### src/rtl/hazard_scheduler_pkg.sv
// Shared constants for the pipeline interlock controller:
// opcode map, IF/ID instruction field positions and scoreboard sizing.
package hazard_scheduler_pkg;

    localparam int NUM_REGS = 8;
    localparam int REG_W    = 3;
    localparam int HAZ_DIST = 3;
    localparam int CNT_W    = 16;
    localparam int SB_W     = 2;

    localparam int OPC_HI  = 31;
    localparam int OPC_LO  = 29;
    localparam int RDST_HI = 23;
    localparam int RDST_LO = 21;
    localparam int RSRC_HI = 20;
    localparam int RSRC_LO = 18;

    localparam logic [2:0] OPC_SYS  = 3'b000;
    localparam logic [2:0] OPC_LDM  = 3'b001;
    localparam logic [2:0] OPC_ALU1 = 3'b010;
    localparam logic [2:0] OPC_ALU2 = 3'b011;
    localparam logic [2:0] OPC_MEM  = 3'b100;
    localparam logic [2:0] OPC_NOP  = 3'b101;
    localparam logic [2:0] OPC_BR   = 3'b110;
    localparam logic [2:0] OPC_IO   = 3'b111;

    typedef struct packed {
        logic [2:0]       opc;
        logic [REG_W-1:0] rdst;
        logic [REG_W-1:0] rsrc;
    } id_fields_t;

    // Pull the fields the interlock cares about out of an IF/ID word.
    function automatic id_fields_t decode_id(input logic [31:0] instr);
        id_fields_t f;
        f.opc  = instr[OPC_HI:OPC_LO];
        f.rdst = instr[RDST_HI:RDST_LO];
        f.rsrc = instr[RSRC_HI:RSRC_LO];
        return f;
    endfunction

endpackage

### src/rtl/hazard_scheduler_scoreboard.sv
// Per-register countdown scoreboard: a loaded counter marks a write
// in flight until it drains to zero, one step per clock.
import hazard_scheduler_pkg::*;

module reg_scoreboard #(
    parameter int NUM_REGS = 8,
    parameter int IDX_W    = 3,
    parameter int CW       = 2
) (
    input  logic                clk,
    input  logic                rst,
    input  logic                load,
    input  logic [IDX_W-1:0]    load_idx,
    input  logic [CW-1:0]       load_val,
    output logic [NUM_REGS-1:0] pending
);

    logic [CW-1:0] cnt [NUM_REGS];

    // Reload the issuing writer's counter; every other live counter drains.
    always_ff @(posedge clk or posedge rst) begin
        if (rst) begin
            for (int i = 0; i < NUM_REGS; i++) begin
                cnt[i] <= '0;
            end
        end else begin
            for (int i = 0; i < NUM_REGS; i++) begin
                if (load && (load_idx == IDX_W'(i))) begin
                    cnt[i] <= load_val;
                end else if (cnt[i] != '0) begin
                    cnt[i] <= cnt[i] - CW'(1);
                end
            end
        end
    end

    // A register is pending while its counter is nonzero.
    always_comb begin
        pending = '0;
        for (int i = 0; i < NUM_REGS; i++) begin
            pending[i] = |cnt[i];
        end
    end

endmodule

### src/rtl/hazard_scheduler.sv
// RAW interlock: holds fetch and bubbles ID/EX while an operand of the
// IF/ID instruction still has a write in flight.
import hazard_scheduler_pkg::*;

module hazard_scheduler #(
    parameter int         NUM_REGS   = 8,
    parameter int         HAZ_DIST   = 3,
    parameter int         CNT_W      = 16,
    parameter logic [2:0] NOP_OPCODE = 3'b101
) (
    input  logic                clk,
    input  logic                rst,
    input  logic [31:0]         id_instr,
    input  logic                id_wb,
    input  logic                id_rd_src,
    input  logic                id_rd_dst,
    input  logic                flush,
    output logic                stall_if,
    output logic                bubble,
    output logic [NUM_REGS-1:0] pending,
    output logic [CNT_W-1:0]    stall_count
);

    localparam logic [0:0] ST_RUN   = 1'b0;
    localparam logic [0:0] ST_STALL = 1'b1;

    id_fields_t f;
    logic       valid_id;
    logic       haz;
    logic       sb_load;
    logic [0:0] state;
    logic [0:0] state_nxt;
    logic       unused_bits;

    assign f           = decode_id(id_instr);
    assign unused_bits = ^{id_instr[28:24], id_instr[17:0]};

    // Valid, non-NOP, unflushed instruction checked against the scoreboard.
    always_comb begin
        valid_id = (f.opc != NOP_OPCODE) & ~flush;
        haz      = valid_id
                 & ((id_rd_src & pending[f.rsrc])
                 |  (id_rd_dst & pending[f.rdst]));
        sb_load  = valid_id & ~haz & id_wb;
    end

    // Outputs are held quiet while reset is asserted.
    always_comb begin
        stall_if = haz & ~rst;
        bubble   = (haz | flush) & ~rst;
    end

    reg_scoreboard #(
        .NUM_REGS (NUM_REGS),
        .IDX_W    (REG_W),
        .CW       (SB_W)
    ) u_sb (
        .clk      (clk),
        .rst      (rst),
        .load     (sb_load),
        .load_idx (f.rdst),
        .load_val (SB_W'(HAZ_DIST - 1)),
        .pending  (pending)
    );

    // Next interlock state from the current hazard.
    always_comb begin
        state_nxt = state;
        unique case (state)
            ST_RUN:   if (haz)  state_nxt = ST_STALL;
            ST_STALL: if (!haz) state_nxt = ST_RUN;
            default:  state_nxt = ST_RUN;
        endcase
    end

    // Interlock state register.
    always_ff @(posedge clk or posedge rst) begin
        if (rst) state <= ST_RUN;
        else     state <= state_nxt;
    end

    // Saturating count of stalled cycles.
    always_ff @(posedge clk or posedge rst) begin
        if (rst) begin
            stall_count <= '0;
        end else if (stall_if && (stall_count != '1)) begin
            stall_count <= stall_count + CNT_W'(1);
        end
    end

endmodule

### config.mk
export PLATFORM = sky130hd
export DESIGN_NAME = hazard_scheduler
export DESIGN_NICKNAME = d
export VERILOG_FILES = /design/src/rtl/hazard_scheduler_pkg.sv /design/src/rtl/hazard_scheduler_scoreboard.sv /design/src/rtl/hazard_scheduler.sv
export SDC_FILE = /design/constraint.sdc
export NUM_CORES = 1
export LEC_CHECK = 0
export ABC_AREA = 1
export ABC_CLOCK_PERIOD_IN_PS = 5000
export CORE_ASPECT_RATIO = 1.2
export CORE_MARGIN = 4
export CORE_UTILIZATION = 45
export CTS_CLUSTER_DIAMETER = 30
export DETAILED_ROUTE_END_ITERATION = 10
export PLACE_DENSITY = 0.84
export SYNTH_ARGS = -nofsm -noshare
export SYNTH_HDL_FRONTEND = slang
export SYNTH_SLANG_ARGS = --single-unit
### constraint.sdc
create_clock -name clk -period 5 [get_ports clk]
set_input_delay 1.5 -clock clk [delete_from_list [all_inputs] [get_ports clk]]
set_output_delay 1.5 -clock clk [all_outputs]
set_load 0.05 [all_outputs]
Word level (Yosys, flattened, before mapping) --
Index checks and enable logic that the tools add are counted.
Storage, ports and cells: logic and storage cells 96, register bits after elaboration 32
Cells by class: order comparisons 2, muxes and demuxes 20, $add $sub $neg 9, reduce and logical (&&, ||, !) cells 34, bitwise gates (word level) 13, equality and inequality tests 9
Operators with widths (count):
- 2-bit two-way mux | 16
- 2-bit nonzero test | 16
- 16-bit by 1-bit adder with 16-bit output (second input constant) | 1
- 16-bit != test (second input constant) | 1
- 2-bit OR reduction | 8
- 2-bit by 1-bit subtractor with 2-bit output (second input constant) | 8
- 3-bit == test (second input constant) | 4
- 1-bit logical AND | 9
- 1-bit bitwise AND | 8
- 3-bit by 4-bit less-than comparator with 1-bit output (second input constant) | 2
- 1-bit binary-select mux with 3-bit select | 2
- 3-bit by 2-bit == test with 1-bit output (second input constant) | 2
- 3-bit by 1-bit == test with 1-bit output (second input constant) | 1
- 3-bit logical NOT | 1
- 3-bit != test (second input constant) | 1
- 1-bit NOT | 3
- 1-bit two-way mux | 2
- 1-bit OR | 2

Longest topological paths before layout --
Gate-level depths: netlist of run 1.
word-level depth 11, depth in mapped cells 13, gate-level depth less buffers 12

Modules after synthesis --
Synthesis of run 1 repeated with hierarchy kept, for this count alone.
Unflattened totals: cells, all modules 376, area total of the unflattened synthesis 2388.5 um2
By module, submodules not included:
- hazard_scheduler | cells an instance 206, instances 1, area each 1316.3 um2
- reg_scoreboard | cells an instance 170, instances 1, area each 1072.3 um2

Worst setup path before layout of run 1 --
No wires, ideal clock.
path kind input to output, start point in id_instr[31], end point out bubble, stages on the path 5, slack 0.744 ns, arrival 2.756 ns, path buffers 1, path through a31o_2 > nor2_2 > clkbuf_1 > nand2_1 > nand2_1
On the way: cells in the longest elaborated chain, start to end 5
Ends and longest elaborated chain:
- start, declared | RTL line hazard_scheduler.sv:13 | input logic [31:0] id_instr,
- 3-bit != test | RTL line hazard_scheduler.sv:40 | valid_id = (f.opc != NOP_OPCODE) & ~flush;
- 1-bit bitwise AND | RTL line hazard_scheduler.sv:40
- 1-bit bitwise AND | RTL line hazard_scheduler.sv:42 | & ((id_rd_src & pending[f.rsrc])
- 1-bit OR | RTL line hazard_scheduler.sv:50 | bubble = (haz | flush) & ~rst;
- 1-bit bitwise AND | RTL line hazard_scheduler.sv:50
- end, declared | RTL line hazard_scheduler.sv:19 | output logic bubble,
No other way between the ends.

Final worst setup path of run 1 --
start point in id_instr[21], end point out bubble
On the way: cells in the longest elaborated chain, start to end 7
Ends and longest elaborated chain:
- 1-bit binary-select mux with 3-bit select | RTL line hazard_scheduler.sv:43 | | (id_rd_dst & pending[f.rdst]));
- 1-bit two-way mux (not written as such) | RTL line hazard_scheduler.sv:43
- 1-bit bitwise AND | RTL line hazard_scheduler.sv:43
- 1-bit OR | RTL line hazard_scheduler.sv:43
- 1-bit bitwise AND | RTL line hazard_scheduler.sv:42
- 1-bit OR | RTL line hazard_scheduler.sv:50
- 1-bit bitwise AND | RTL line hazard_scheduler.sv:50
No other way between the ends. The select of a mux whose other input is x is not followed.

==> results of run 1 <==
==> sequential cells by signal (all words and copies together) (netlist names) <==
register and count:
stall_count 16, u_sb.cnt 16
==> worst reg2reg max path: cells and delay by family, from the launching register on <==
kind                       cells  cell delay, ns
adders and majority gates      1            0.25
DFF                            1            0.36
and+or+nand+nor               10            1.05
buffers and inverters          2            0.28
==> layer usage <==
metal  vias to the layer above  wire length (µm)  track usage, %
li1                       1060                 -               -
met5                         -                 0               0
met3                        12               314            3.20
met4                         0               129            7.69
met1                       947              2210            22.3
met2                        64              2350            30.7
==> worst min path at each step <==
stage | from | to | cells past startpoint
6_report | u_sb.cnt[11] | u_sb.cnt[11] | 2
5_1_grt | u_sb.cnt[3] | u_sb.cnt[3] | 2
4_1_cts | u_sb.cnt[11] | u_sb.cnt[11] | 2
3_5_place_dp | u_sb.cnt[11] | u_sb.cnt[11] | 2
3_3_place_gp | u_sb.cnt[1] | u_sb.cnt[1] | 2
2_1_floorplan | u_sb.cnt[11] | u_sb.cnt[11] | 2
==> logic make-up (layout without fill, tap and decap cells) <==
logic type,count (synthesis),count (layout),share of synthesized area (%)
AND/OR/NAND/NOR,184,184,39.7
buffers and inverters,54,101,9.92
flip-flops,32,32,35.9
AO/OA/AOI/OAI,10,10,2.41
XOR/XNOR,18,18,7.06
adder cells (fa/ha/maj),9,9,5.04
==> synth_stat cells, drive strengths merged <==
master,instances
a31o,1
and2,1
buf,3
clkbuf,1
clkinv,1
dfrtp,32
ha,9
inv,49
nand2,117
nand3,15
nand3b,2
nand4,26
nor2,21
nor3,2
o21ai,9
xnor2,14
xor2,4
==> through the flow <==
step	cells	hold WS [ns]
after floorplan	307	0.483
after global placement	404	0.496
after detailed placement	404	0.497
after CTS	412	0.518
after global routing	412	0.563
final	412	0.515
==> area by class of cell <==
type | count | share of cell area (%)
timing repair buffer | 43 | 15.6
tap | 58 | 2.55
clock inverter | 1 | 1.06
sequential | 32 | 28.2
multi-input combinational | 221 | 42.6
inverter | 50 | 6.61
clock buffer | 7 | 3.39
==> power groups by stage <==
stage | Clock, mW | Sequential, mW | Combinational, mW
CTS | 0.276 | 0.410 | 0.783
global route | 0.289 | 0.420 | 0.862
floorplan | 0 | 0.452 | 0.523
finish | 0.270 | 0.410 | 0.770
detailed placement | 0 | 0.413 | 0.773
global placement | 0 | 0.410 | 0.748
==> results.json, run 1 <==
{
  "yosys_warnings": 0,
  "layout_setup_ws_ns": 0.402,
  "ant_nets": 0,
  "placed_cell_area_um2": 2720,
  "path_common_cell": "nand2_1",
  "tns_ns": 0,
  "place_congestion": 0.875,
  "grt_pass1_wl_mm": 9.03,
  "hold_path.class": "register to register",
  "tritoncts": "built",
  "cts.htree.levels": 2,
  "cap_violations": 0,
  "root_buffer": "clkbuf_8",
  "r2r_cells": 13,
  "drt-total-wl_mm": 5.01,
  "die_area_um2": 6160,
  "yosys_register_bits": 32,
  "ys_seq_area_share_pct": 35.9,
  "path_clk_slew_ns": 0.06,
  "setup.worst_path.end": "bubble",
  "clkPwrFrac_pct": 18.6,
  "via_per_inst": 5.06,
  "slowest_stage": "clkdlybuf4s50_1",
  "grt_pass1_vias": 2117,
  "syn_to_final_growth_pct": 27.2,
  "cp-startpoint": "id_instr[21]",
  "post-cts-setup-buffers": 0,
  "antenna_found_initial": 0,
  "dp_slack_ns": 0.417,
  "crit_required_ns": 3.50,
  "via_count": 2083,
  "syn_area_um2": 2230,
  "fin_area_um2": 2840,
  "remaining_drc_errors": 0,
  "hold_buffers": 0,
  "wire_per_inst_um": 12.2,
  "crit_cells": 12,
  "period_share_pct": 92.0,
  "multi_input_area_um2": 1210,
  "cts_buffers": 5,
  "r2r_end": "stall_count[0]",
  "power.internal_mw": 0.818,
  "synth_area_per_cell_um2": 7.27,
  "ctsResizeCount": 0,
  "synth_top_area_share_pct": 35.9,
  "track_usage_pct": 18.1,
  "port_buffers": 40,
  "crit_path_max_fanout": 9,
  "start_util_pct": 47.6,
  "layout_commonest_cell": "nand2_1",
  "ff_latch_area_um2": 801,
  "firstDrtPassIters": 4,
  "core_area_um2": 4700,
  "die_h_um": 85.2,
  "cts_sinks": 32,
  "p_sw_mw": 0.631,
  "reg2reg_from": "u_sb.cnt[2]",
  "swShare_pct": 43.6,
  "critPathKind": "input pin to primary output",
  "drive_gt1_share_pct": 10.7,
  "max_slew_margin_pct": 66.1,
  "status": "finished, final reports clean",
  "ff2ff_setup_slack_ns": 2.95,
  "crit_arrival_ns": 3.10,
  "cpPeakStageDelay_ns": 0.61,
  "yosys.area.top_type": "dfrtp_1",
  "skew_ns": 0.00350,
  "cts_buffer_depth": 2,
  "final_core_util_pct": 60.5,
  "power_frac_seq_pct": 28.3,
  "rsz0062_at_grt": "false",
  "mostFrequentLayoutCells": "nand2_1 (103), inv_1 (47), clkdlybuf4s50_1 (38)",
  "worst_pin_slew_ns": 0.508,
  "cpLargestDelayFamily": "buffers and inverters",
  "comb_power_share_pct": 53.1,
  "synthCells": 307,
  "cp-end-kind": "primary output",
  "final_nets": 400,
  "maxClockFrequency_ghz": 0.218,
  "yosysUniqueCellTypes": 26,
  "io_pins": 64,
  "crit_chain": "clkdlybuf4s50_1 > inv_2 > nand2_1 > nand2_1 > nand2_1 > nand2_1 > nand2_1 > nand3_4 > nand2_4 > nand2_1 > nand2_1 > buf_12",
  "period_needed_ns": 4.60,
  "hold_violations": 0,
  "row_count": 27,
  "grt-ovfl-total": 0,
  "start_kind": "input pin",
  "worst_ir_drop_vdd_v": 0.000218,
  "antenna_cells": 0,
  "maxSlewViolCount": 0,
  "fin_total_pwr_mw": 1.45,
  "synth_fp_nets": 354,
  "setup_viol": 0,
  "p_leak_nw": 1.43,
  "die_x_um": 72.3,
  "hpwl_mm": 3.72,
  "fillCellCount": 430,
  "synth.top_cells.by_area": "dfrtp_1 (36%), nand2_1 (17%), inv_1 (7.9%)",
  "power.density_nw_per_um2": 510,
  "grt_max_degree": 33,
  "insertion_delay_ns": 0.28,
  "drtIter0Drc": 193,
  "path_buf_inv": 3
}
(Power assumes the default switching activity.)
==> run 2, diff against run 1 <==
--- a/config.mk
+++ b/config.mk
@@ -5,14 +5,13 @@
 export SDC_FILE = /design/constraint.sdc
 export NUM_CORES = 1
 export LEC_CHECK = 0
-export ABC_AREA = 1
 export ABC_CLOCK_PERIOD_IN_PS = 5000
 export CORE_ASPECT_RATIO = 1.2
 export CORE_MARGIN = 4
 export CORE_UTILIZATION = 45
 export CTS_CLUSTER_DIAMETER = 30
 export DETAILED_ROUTE_END_ITERATION = 10
-export PLACE_DENSITY = 0.84
+export PLACE_DENSITY = 0.87
 export SYNTH_ARGS = -nofsm -noshare
 export SYNTH_HDL_FRONTEND = slang
 export SYNTH_SLANG_ARGS = --single-unit
==> results.json, run 2 <==
{
  "remaining_drc_errors": 0,
  "ff2ff_setup_slack_ns": 2.61,
  "antenna_found_initial": 0,
  "start_util_pct": 47.5,
  "synth.top_cells.by_area": "dfrtp_1 (42%), xor2_1 (7.8%), ha_1 (5.9%)",
  "grt-ovfl-total": 0,
  "synth_fp_nets": 244,
  "cts.htree.levels": 2,
  "fin_cells": 297,
  "power_frac_seq_pct": 27.8,
  "row_count": 25,
  "crit_arrival_ns": 3.31,
  "ctsResizeCount": 0,
  "hold_violations": 0,
  "io_pins": 64,
  "swShare_pct": 41.2,
  "via_count": 1505,
  "yosys_register_bits": 32,
  "tns_ns": 0,
  "synth-edff-count": 0,
  "synth-main-ff-cell": "dfrtp_1",
  "cp-end-kind": "primary output",
  "synthCells": 197,
  "core_area_um2": 4040,
  "path_clk_slew_ns": 0.06,
  "cts_buffer_depth": 2,
  "period_needed_ns": 4.81,
  "place_inst": 289,
  "via_per_inst": 5.07,
  "syn_area_um2": 1920,
  "die_h_um": 79.5,
  "p_sw_mw": 0.617,
  "ff_latch_area_um2": 801,
  "yosysUniqueCellTypes": 33,
  "cpPeakStageDelay_ns": 0.76,
  "critPathKind": "input pin to primary output",
  "p_leak_nw": 1.21,
  "worst_pin_slew_ns": 0.800,
  "status": "finished, final reports clean",
  "final_nets": 289,
  "setup_viol": 0,
  "maxSlewViolCount": 0,
  "clkPwrFrac_pct": 18.0,
  "wire_per_inst_um": 12.9,
  "start_kind": "input pin",
  "cpLargestDelayFamily": "buffers and inverters",
  "period_share_pct": 96.3,
  "hpwl_mm": 2.86,
  "grt_pass1_vias": 1507,
  "firstDrtPassIters": 4,
  "reg_top3": "stall_count x16, u_sb.cnt x16",
  "path_buf_inv": 3,
  "insertion_delay_ns": 0.28,
  "synth_most_common_cell": "dfrtp_1",
  "crit_chain": "clkdlybuf4s50_1 > nand2_1 > o2111ai_1 > nand4_1 > a32oi_2 > inv_1 > a21o_1 > buf_4",
  "tritoncts": "built",
  "fillCellCount": 341,
  "die_x_um": 67.6,
  "skew_ns": 0.00500,
  "ant_nets": 0,
  "cap_violations": 0,
  "post-cts-setup-buffers": 0,
  "cts_buffers": 5,
  "slowest_stage": "clkdlybuf4s50_1",
  "layout_commonest_cell": "clkdlybuf4s50_1",
  "hold_buffers": 0,
  "async_flop_share_pct": 100,
  "place_congestion": 0.865,
  "grt_pass1_wl_mm": 6.59,
  "drive_gt1_share_pct": 11.1,
  "crit_required_ns": 3.50,
  "crit_path_max_fanout": 15,
  "synth_area_per_cell_um2": 9.72,
  "ys_seq_area_share_pct": 41.8,
  "yosys_warnings": 0,
  "die_area_um2": 5370,
  "grt_max_degree": 34,
  "root_buffer": "clkbuf_8",
  "rsz0062_at_grt": "false",
  "hold_path.class": "register to register",
  "syn_to_final_growth_pct": 30.4,
  "cts_sinks": 32,
  "antenna_cells": 0,
  "port_buffers": 40,
  "synth.top_cells.by_count": "dfrtp_1 (32), inv_1 (29), xor2_1 (17)",
  "comb_power_share_pct": 54.2,
  "mostFrequentLayoutCells": "clkdlybuf4s50_1 (38), dfrtp_1 (32), inv_1 (28)",
  "power.density_nw_per_um2": 599,
  "drtIter0Drc": 71,
  "maxClockFrequency_ghz": 0.208,
  "multi_input_area_um2": 966,
  "max_slew_margin_pct": 46.7,
  "drt-total-wl_mm": 3.82,
  "yosys.area.top_type": "dfrtp_1",
  "track_usage_pct": 16.2,
  "worst_ir_drop_vdd_v": 0.000398,
  "power.internal_mw": 0.879,
  "synth_top_area_share_pct": 41.8
}
## run 2: cell types whose count changed after synthesis, sizes merged, moves of 9 or more
cell	previous run	this run
nand3	15	6
inv	49	29
xor2	4	17
nand4	26	6
nand2	117	14
nor2	21	5
## run 2: power by group through the flow
stage,registers [mW],logic (mW),clock network [mW]
after CTS,0.417,0.824,0.279
after floorplan,0.494,0.533,0
after global placement,0.417,0.795,0
after detailed placement,0.421,0.820,0
after global routing,0.429,0.894,0.290
final,0.417,0.810,0.269
## run 2: kinds of logic (layout without fill, tap and decap cells)
logic type               Yosys count  in the layout  synth area share (%)
XOR/XNOR                          23             23                  10.5
multiplexers                      13             13                  7.12
flip-flops                        32             32                  41.8
AO/OA/AOI/OAI                     16             16                  6.60
AND/OR/NAND/NOR                   69             69                  20.3
adder cells (fa/ha/maj)            9              9                  5.88
buffers and inverters             35             81                  7.77
## run 2: metal layers
metal | vias to the layer above | track usage, % | share of wire [%] | wire length (µm)
met3 | 6 | 4.79 | 7.1 | 270
met5 | - | 0 | 0 | 0
met2 | 41 | 27.2 | 48 | 1840
met4 | 0 | 5.48 | 1.5 | 57
met1 | 703 | 19.3 | 43 | 1650
li1 | 755 | - | - | -
## run 2: cell type report
class                           instances  area share [%]
Inverter                               29            4.51
Sequential cell                        32            32.0
Timing Repair Buffer                   44            17.0
Tap cell                               54            2.70
Clock inverter                          1            1.20
Clock buffer                            7            3.86
Multi-Input combinational cell        130            38.7
## run 2: through the flow
stage / power (mW) / instance area, µm² / worst slack [ns] / util (%) / hold slack (ns)
2_1_floorplan: 1.03 / 1920 / 0.104 / - / 0.553
3_3_place_gp: 1.21 / 2370 / 0.233 / 58.8 / 0.478
3_5_place_dp: 1.24 / 2370 / 0.214 / 58.8 / 0.484
4_1_cts: 1.52 / 2500 / 0.201 / 61.9 / 0.497
5_1_grt: 1.61 / 2500 / 0.00339 / 61.9 / 0.508
6_report: 1.50 / 2500 / 0.186 / 61.9 / 0.497
## run 2: worst paths after layout
check	from	end	cells after the start
worst max register to register	u_sb.cnt[6]	u_sb.cnt[14]	8
worst max-delay path	id_instr[22]	bubble	8
worst min-delay path	stall_count[8]	stall_count[8]	1
worst min register to register	stall_count[8]	stall_count[8]	1
min in group asynchronous	rst	stall_count[4]	3
max in group asynchronous	rst	stall_count[14]	3
